**src/rtl/pipe_pkg.sv**
```systemverilog
// Shared types and constants for the pipeline hazard/stall controller.
package pipe_pkg;

  typedef enum logic {
    ST_RUN      = 1'b0,
    ST_MEM_WAIT = 1'b1
  } state_t;

  localparam logic [4:0]  REG_ZERO   = 5'd0;
  localparam logic [7:0]  WAIT_LIMIT = 8'd255;
  localparam logic [15:0] STALL_MAX  = 16'hFFFF;

  // One in-flight register write: which rd it targets and whether it is real.
  typedef struct packed {
    logic       valid;
    logic [4:0] rd;
  } sb_entry_t;

  localparam sb_entry_t SB_EMPTY = '{valid: 1'b0, rd: REG_ZERO};

  // True when an in-flight write targets the given source register.
  function automatic logic entry_match(input sb_entry_t e, input logic [4:0] rs);
    return e.valid && (e.rd == rs);
  endfunction

endpackage

```
**src/rtl/pipeline_ctrl_if.sv**
```systemverilog
// Handshake bundle between the pipeline datapath and its controller.
interface pipeline_ctrl_if;

  logic        id_valid;
  logic [4:0]  id_rs1;
  logic [4:0]  id_rs2;
  logic        id_rs1_used;
  logic        id_rs2_used;
  logic [4:0]  id_rd;
  logic        id_reg_wen;
  logic        ex_branch_taken;
  logic        mem_req;
  logic        mem_ready;

  logic        pc_en;
  logic        if_id_en;
  logic        id_ex_en;
  logic        ex_mem_en;
  logic        mem_wb_en;
  logic        if_id_flush;
  logic        id_ex_flush;
  logic [15:0] stall_cnt;
  logic        mem_timeout;
  logic        busy_wait;

  // Datapath side: reports stage status, consumes enables and flushes.
  modport master (
    output id_valid, id_rs1, id_rs2, id_rs1_used, id_rs2_used,
    output id_rd, id_reg_wen, ex_branch_taken, mem_req, mem_ready,
    input  pc_en, if_id_en, id_ex_en, ex_mem_en, mem_wb_en,
    input  if_id_flush, id_ex_flush, stall_cnt, mem_timeout, busy_wait
  );

  // Controller side.
  modport slave (
    input  id_valid, id_rs1, id_rs2, id_rs1_used, id_rs2_used,
    input  id_rd, id_reg_wen, ex_branch_taken, mem_req, mem_ready,
    output pc_en, if_id_en, id_ex_en, ex_mem_en, mem_wb_en,
    output if_id_flush, id_ex_flush, stall_cnt, mem_timeout, busy_wait
  );

endinterface

```
**src/rtl/pipeline_ctrl_hazard_scoreboard.sv**
```systemverilog
// Tracks destination registers in EX/MEM/WB and flags read-after-write hazards
// for the instruction sitting in ID. WB is included because the register file
// does not forward a same-cycle write to its read ports.
module hazard_scoreboard
  import pipe_pkg::*;
(
  input  logic       clk,
  input  logic       reset,
  input  logic       advance,
  input  logic       branch_taken,
  input  logic       id_valid,
  input  logic [4:0] id_rs1,
  input  logic [4:0] id_rs2,
  input  logic       id_rs1_used,
  input  logic       id_rs2_used,
  input  logic [4:0] id_rd,
  input  logic       id_reg_wen,
  output logic       hazard
);

  sb_entry_t sb_ex;
  sb_entry_t sb_mem;
  sb_entry_t sb_wb;
  logic      rs1_hit;
  logic      rs2_hit;
  logic      push;

  // Match ID sources against every in-flight write; x0 never creates a dependency.
  always_comb begin
    rs1_hit = id_rs1_used && (id_rs1 != REG_ZERO) &&
              (entry_match(sb_ex, id_rs1) || entry_match(sb_mem, id_rs1) ||
               entry_match(sb_wb, id_rs1));
    rs2_hit = id_rs2_used && (id_rs2 != REG_ZERO) &&
              (entry_match(sb_ex, id_rs2) || entry_match(sb_mem, id_rs2) ||
               entry_match(sb_wb, id_rs2));
    hazard  = id_valid && (rs1_hit || rs2_hit);
    push    = id_valid && id_reg_wen && (id_rd != REG_ZERO) && !hazard && !branch_taken;
  end

  // Shift the write tracker along with the pipeline; hold it while memory is stalled.
  always_ff @(posedge clk or posedge reset) begin
    if (reset) begin
      sb_ex  <= SB_EMPTY;
      sb_mem <= SB_EMPTY;
      sb_wb  <= SB_EMPTY;
    end else if (advance) begin
      sb_wb  <= sb_mem;
      sb_mem <= sb_ex;
      sb_ex  <= push ? '{valid: 1'b1, rd: id_rd} : SB_EMPTY;
    end
  end

endmodule

```
**src/rtl/pipeline_ctrl.sv**
```systemverilog
// Five-stage pipeline controller: stage enables/flushes, memory-wait FSM with
// watchdog, and a saturating count of cycles in which the PC did not advance.
module pipeline_ctrl
  import pipe_pkg::*;
(
  input  logic            clk,
  input  logic            reset,
  pipeline_ctrl_if.slave  bus
);

  state_t     state;
  logic [7:0] wait_cnt;
  logic       freeze;
  logic       hazard;

  assign freeze = bus.mem_req & ~bus.mem_ready;

  hazard_scoreboard u_scoreboard (
    .clk          (clk),
    .reset        (reset),
    .advance      (~freeze),
    .branch_taken (bus.ex_branch_taken),
    .id_valid     (bus.id_valid),
    .id_rs1       (bus.id_rs1),
    .id_rs2       (bus.id_rs2),
    .id_rs1_used  (bus.id_rs1_used),
    .id_rs2_used  (bus.id_rs2_used),
    .id_rd        (bus.id_rd),
    .id_reg_wen   (bus.id_reg_wen),
    .hazard       (hazard)
  );

  // Stage control with priority freeze > branch > hazard > run; a branch seen
  // during a freeze simply waits for the release cycle.
  always_comb begin
    bus.pc_en       = 1'b1;
    bus.if_id_en    = 1'b1;
    bus.id_ex_en    = 1'b1;
    bus.ex_mem_en   = 1'b1;
    bus.mem_wb_en   = 1'b1;
    bus.if_id_flush = 1'b0;
    bus.id_ex_flush = 1'b0;
    if (reset) begin
      bus.pc_en = 1'b1;
    end else if (freeze) begin
      bus.pc_en     = 1'b0;
      bus.if_id_en  = 1'b0;
      bus.id_ex_en  = 1'b0;
      bus.ex_mem_en = 1'b0;
      bus.mem_wb_en = 1'b0;
    end else if (bus.ex_branch_taken) begin
      bus.if_id_flush = 1'b1;
      bus.id_ex_flush = 1'b1;
    end else if (hazard) begin
      bus.pc_en       = 1'b0;
      bus.if_id_en    = 1'b0;
      bus.id_ex_flush = 1'b1;
    end
  end

  // Memory-wait FSM with a watchdog that latches once a wait runs 255 cycles past entry.
  always_ff @(posedge clk or posedge reset) begin
    if (reset) begin
      state           <= ST_RUN;
      bus.busy_wait   <= 1'b0;
      wait_cnt        <= '0;
      bus.mem_timeout <= 1'b0;
    end else begin
      case (state)
        ST_RUN: begin
          wait_cnt <= '0;
          if (freeze) begin
            state         <= ST_MEM_WAIT;
            bus.busy_wait <= 1'b1;
          end
        end
        ST_MEM_WAIT: begin
          if (!freeze) begin
            state         <= ST_RUN;
            bus.busy_wait <= 1'b0;
            wait_cnt      <= '0;
          end else begin
            if (wait_cnt != WAIT_LIMIT) begin
              wait_cnt <= wait_cnt + 8'd1;
            end
            if (wait_cnt == WAIT_LIMIT - 8'd1) begin
              bus.mem_timeout <= 1'b1;
            end
          end
        end
        default: begin
          state         <= ST_RUN;
          bus.busy_wait <= 1'b0;
          wait_cnt      <= '0;
        end
      endcase
    end
  end

  // Count every cycle the PC is held, saturating rather than wrapping.
  always_ff @(posedge clk or posedge reset) begin
    if (reset) begin
      bus.stall_cnt <= '0;
    end else if (!bus.pc_en && (bus.stall_cnt != STALL_MAX)) begin
      bus.stall_cnt <= bus.stall_cnt + 16'd1;
    end
  end

endmodule

```
**src/flat_wrapper.sv**
```systemverilog
// flat-port wrapper written by rule: the top's interface ports become plain ports
module pipeline_ctrl_flat import pipe_pkg::*;
  (clk, reset, bus_id_valid, bus_id_rs1, bus_id_rs2, bus_id_rs1_used, bus_id_rs2_used, bus_id_rd, bus_id_reg_wen, bus_ex_branch_taken, bus_mem_req, bus_mem_ready, bus_pc_en, bus_if_id_en, bus_id_ex_en, bus_ex_mem_en, bus_mem_wb_en, bus_if_id_flush, bus_id_ex_flush, bus_stall_cnt, bus_mem_timeout, bus_busy_wait);
  pipeline_ctrl_if bus_i ();
  input  logic clk;
  input  logic reset;
  input wire logic [$bits(bus_i.id_valid)-1:0] bus_id_valid;
  input wire logic [$bits(bus_i.id_rs1)-1:0] bus_id_rs1;
  input wire logic [$bits(bus_i.id_rs2)-1:0] bus_id_rs2;
  input wire logic [$bits(bus_i.id_rs1_used)-1:0] bus_id_rs1_used;
  input wire logic [$bits(bus_i.id_rs2_used)-1:0] bus_id_rs2_used;
  input wire logic [$bits(bus_i.id_rd)-1:0] bus_id_rd;
  input wire logic [$bits(bus_i.id_reg_wen)-1:0] bus_id_reg_wen;
  input wire logic [$bits(bus_i.ex_branch_taken)-1:0] bus_ex_branch_taken;
  input wire logic [$bits(bus_i.mem_req)-1:0] bus_mem_req;
  input wire logic [$bits(bus_i.mem_ready)-1:0] bus_mem_ready;
  output wire logic [$bits(bus_i.pc_en)-1:0] bus_pc_en;
  output wire logic [$bits(bus_i.if_id_en)-1:0] bus_if_id_en;
  output wire logic [$bits(bus_i.id_ex_en)-1:0] bus_id_ex_en;
  output wire logic [$bits(bus_i.ex_mem_en)-1:0] bus_ex_mem_en;
  output wire logic [$bits(bus_i.mem_wb_en)-1:0] bus_mem_wb_en;
  output wire logic [$bits(bus_i.if_id_flush)-1:0] bus_if_id_flush;
  output wire logic [$bits(bus_i.id_ex_flush)-1:0] bus_id_ex_flush;
  output wire logic [$bits(bus_i.stall_cnt)-1:0] bus_stall_cnt;
  output wire logic [$bits(bus_i.mem_timeout)-1:0] bus_mem_timeout;
  output wire logic [$bits(bus_i.busy_wait)-1:0] bus_busy_wait;
  assign bus_i.id_valid = bus_id_valid;
  assign bus_i.id_rs1 = bus_id_rs1;
  assign bus_i.id_rs2 = bus_id_rs2;
  assign bus_i.id_rs1_used = bus_id_rs1_used;
  assign bus_i.id_rs2_used = bus_id_rs2_used;
  assign bus_i.id_rd = bus_id_rd;
  assign bus_i.id_reg_wen = bus_id_reg_wen;
  assign bus_i.ex_branch_taken = bus_ex_branch_taken;
  assign bus_i.mem_req = bus_mem_req;
  assign bus_i.mem_ready = bus_mem_ready;
  assign bus_pc_en = bus_i.pc_en;
  assign bus_if_id_en = bus_i.if_id_en;
  assign bus_id_ex_en = bus_i.id_ex_en;
  assign bus_ex_mem_en = bus_i.ex_mem_en;
  assign bus_mem_wb_en = bus_i.mem_wb_en;
  assign bus_if_id_flush = bus_i.if_id_flush;
  assign bus_id_ex_flush = bus_i.id_ex_flush;
  assign bus_stall_cnt = bus_i.stall_cnt;
  assign bus_mem_timeout = bus_i.mem_timeout;
  assign bus_busy_wait = bus_i.busy_wait;
  pipeline_ctrl u_core (.clk(clk), .reset(reset), .bus(bus_i));
endmodule
```
**config.mk**
```make
export PLATFORM = sky130hd
export DESIGN_NAME = pipeline_ctrl_flat
export DESIGN_NICKNAME = d
export VERILOG_FILES = /design/src/rtl/pipe_pkg.sv /design/src/rtl/pipeline_ctrl_if.sv /design/src/rtl/pipeline_ctrl_hazard_scoreboard.sv /design/src/rtl/pipeline_ctrl.sv /design/src/flat_wrapper.sv
export SDC_FILE = /design/constraint.sdc
export NUM_CORES = 1
export LEC_CHECK = 0
export BUFFER_PORTS_ARGS = -buffer_cell sky130_fd_sc_hd__buf_4
export CORE_ASPECT_RATIO = 0.5
export CORE_MARGIN = 1
export CORE_UTILIZATION = 59
export DETAILED_ROUTE_END_ITERATION = 16
export PLACE_DENSITY = 0.85
export SYNTH_ARGS = -nofsm -noshare
export SYNTH_HDL_FRONTEND = slang
export SYNTH_HIERARCHICAL = 1
export SYNTH_SLANG_ARGS = --single-unit
```
**constraint.sdc**
```tcl
create_clock -name clk -period 7.6 [get_ports clk]
set_input_delay 0 -clock clk [delete_from_list [all_inputs] [get_ports clk]]
set_output_delay 0 -clock clk [all_outputs]
set_load 0.02 [all_outputs]
```
==> out/metrics.csv <==
stage,metric,value,unit
status,status,"complete, no violations",
synthesis,"FF+latch count, synth",45,
synthesis,synthesized net count,257,
drt,Post-route DRC,0,
power_and_ir_drop,Leakage,1.41,nW
die,IO Pins,49,
critical_path,Crit path required time,7780,ps
synthesis,adder-cell share of the synthesized area,0.0205,
clocking,CTS sink count,45,
global_routing,vias in the first global route,1802,
synthesis,post-synthesis simple-gate area fraction,0.164,
critical_path,cell mode on critical path,nand3_1,
clocking,clock slew seen by the registers of the worst setup and hold paths,80,ps
clocking,TritonCTS clock tree,done,
drt,final WL,5370,µm
placement,RePlAce Congestion,0.833,
critical_path,"Cell Chain, Critical Path","xor2_1, nor4_1, nand3_1, and3_1, o22ai_2, nand2b_1, a211oi_1, nand3_1, xnor2_1",
critical_path,CP endpoint kind,register,
synthesis,dominant cells by area after synthesis,"dfrtp_1 (46%), xor2_1 (10%), mux2_2 (6.9%)",
critical_path,slowest stage cell on the critical path,a211oi_1,
min_path,hold path startpoint,bus_id_rd[4],
global_routing,gr usage total,0.243,
synthesis,synthesized area per cell,10.7,µm²
die,die area,0.00442,mm²
clocking,clk_lat worst skew,290,ps
critical_path,Top delay family on crit path,simple AND/OR/NAND/NOR gates,
critical_path,Worst R2R Path Depth,9,
synthesis,post-synthesis compound-gate area fraction,0.0716,
finish,Area Growth Syn to Fin,21.2,%
synthesis,XOR/XNOR Fraction of Synth Area,0.168,
synthesis,synth unique cells,37,
sta,Clock Skews,4.30,ps
global_routing,first-pass GRT wire length,8120,µm
drt,Pre-antenna DRT Iters,4,
clocking,Post-CTS Setup Repair Bufs,0,
global_routing,GRT Residual Overflow,0,
job,total of max-cap violations,0,
synthesis,Mapped Area,0.00245,mm²
clocking,CTS Buffer Depth,2,
placement,Port Buffers,48,
clocking,H-tree depth,2,
drt,via count,1933,
placement,DPL Wire Length,3850,µm
synthesis,proportion of netlist area held by the largest area contributor,0.460,
sta,Max transition margin,0.296,
power_and_ir_drop,worst vdd ir,0.139,mV
sta,max-slew violations,0,
sta,Fmax,317,MHz
min_path,Hold/Removal Path Class,primary input to register,
finish,Final Util,0.752,
synthesis,post-synthesis mux area share,0.0793,
die,num rows,16,
clocking,root buffer cell,clkbuf_8,
finish,"commonest cells after routing, fill and taps aside","buf_4 (49), dfrtp_1 (45), xor2_1 (28)",
clocking,PostCTS Resize Cnt,0,
critical_path,nature of the critical path startpoint,register,
sta,worst slew pin tran,1060,ps
critical_path,Crit path arrival time,3330,ps
critical_path,Buf/Inv on CP,0,
die,Initial Util,0.620,
synthesis,Yosys warning count,6,
drt,routed vias/inst,5.74,
drt,Iteration-0 DRC Markers,96,
finish,"commonest non-fill, non-tap cell in the layout",buf_4,
power_and_ir_drop,PD cells,181,mW/mm²
die,Die H,47.5,µm
drt,DR WL/cell,15.9,µm
sta,min Tclk post-route,3160,ps
synthesis,sequential fraction of the synthesis area,0.460,
synthesis,cell count after synthesis,229,
finish,nets,310,
sta,Setup TNS,0,ps
sta,WHS,10.0,ps
die,Die X,93.1,µm
die,core area,0.00394,mm²
sta,RSZ-0062 raised after global routing,false,
critical_path,crit-path max FO,8,
finish,layout cells sized above 1,0.265,
critical_path,Stages on worst setup path,9,
synthesis,largest family of logic cells by synthesized area,XOR/XNOR gates,
critical_path,CP Launch Point,u_core/u_scoreboard/sb_mem[4],
critical_path,kind of critical path,register to register,
critical_path,delay of the slowest critical-path stage,770,ps
global_routing,initial antenna violation count,0,
sta,final hold viol count,0,
sta,setup violators final,0,
clocking,CTS Buf Count,5,
critical_path,worst r2r src,u_core/u_scoreboard/sb_mem[4],
global_routing,largest net degree at the start of global routing,28,
min_path,hold depth,3,
sta,Tcrit/Tclk final,0.415,
drt,Detail Route Antenna Nets,0,
clocking,cts hold-fix bufs,4,
synthesis,Yosys top cell by area,dfrtp_1,
finish,ANT cells,0,
report_power, final:
part | internal [W] | total, W | switching [W] | leakage [nW]
Sequential | 0.000256 | 0.000280 | 0.0000233 | 0.611
Clock | 0.0000638 | 0.000142 | 0.0000781 | 0.0450
Combinational | 0.0000553 | 0.000114 | 0.0000588 | 0.750
sequential cells by signal (all words and copies together) (netlist names):
register and count:
u_core/bus.busy_wait 1, u_core/bus.mem_timeout 1, u_core/bus.stall_cnt 16, u_core/state 1, u_core/u_scoreboard/sb_ex 6, u_core/u_scoreboard/sb_mem 6, u_core/u_scoreboard/sb_wb 6, u_core/wait_cnt 8
final cells by class:
| cell class | instances | area, µm² |
|---|---|---|
| clock buffers | 6 | 72.6 |
| inverters | 13 | 48.8 |
| flip-flops and latches | 45 | 1130 |
| repair buffers | 53 | 408 |
| fillers | 280 | 980 |
| clock inverters | 2 | 10.0 |
| multi-input cells | 164 | 1230 |
| well taps | 54 | 67.6 |
per-stage QoR:
stage | power (W) | setup WS [ps] | area, µm² | cells
2_1_floorplan | 0.000344 | 5070 | 2450 | 229
3_3_place_gp | 0.000391 | 4670 | 2840 | 325
3_5_place_dp | 0.000394 | 4540 | 2840 | 325
4_1_cts | 0.000540 | 4530 | 2960 | 337
5_1_grt | 0.000560 | 4230 | 2960 | 337
6_report | 0.000536 | 4440 | 2960 | 337
kinds of logic (layout without fill, tap and decap cells):
| logic type | after synthesis | in the layout |
|---|---|---|
| and+or+nand+nor | 71 | 71 |
| AOI/OAI and AO/OA | 25 | 25 |
| adders and majority gates | 4 | 4 |
| DFF | 45 | 45 |
| xor gates and xnor gates | 47 | 47 |
| buffers and inverters | 20 | 74 |
| muxes | 17 | 17 |
path summary, 6_finish.rpt:
check                                                 to  slack (ps)
setup / recovery                 u_core/bus.stall_cnt[9]        4440
hold / removal              u_core/u_scoreboard/sb_ex[4]          10
setup reg to reg                 u_core/bus.stall_cnt[9]        4440
hold reg to reg                   u_core/bus.mem_timeout         500
max in group asynchronous  u_core/u_scoreboard/sb_mem[0]        6780
min in group asynchronous       u_core/bus.stall_cnt[10]         230
Yosys cell counts:
library cell,instances
a211oi_1,2
a21o_1,2
a21oi_1,4
a31oi_1,2
a41o_1,2
and2_4,1
and3_1,5
and4_1,2
and4b_1,1
buf_1,1
buf_2,2
buf_4,3
clkbuf_1,1
dfrtp_1,45
ha_1,4
inv_1,13
mux2_2,15
mux2_4,1
mux2i_1,1
nand2_1,12
nand2b_1,2
nand3_1,17
nand3b_1,1
nand4_1,9
nand4_2,1
nand4b_1,1
nor2_1,6
nor3_1,3
nor4_1,6
o211ai_1,2
o21ai_0,4
o22ai_1,3
o22ai_2,1
o32ai_1,3
or4_1,4
xnor2_1,19
xor2_1,28
worst reg2reg max path, cell delays in order (launching register included):
cell      delay [ps]
dfrtp_1          430
xor2_1           180
nor4_1           410
nand3_1          120
and3_1           200
o22ai_2          340
nand2b_1         160
a211oi_1         770
nand3_1          220
xnor2_1          190
metal layers:
| metal | vias to the layer above | wire length (µm) | GRT usage |
|---|---|---|---|
| li1 | 923 | - | - |
| met1 | 946 | 2370 | 0.298 |
| met2 | 58 | 2700 | 0.454 |
| met3 | 6 | 268 | 0.0524 |
| met4 | 0 | 32 | 0.0708 |
| met5 | - | 0 | 0 |
Power figures use the tool's default switching activity.
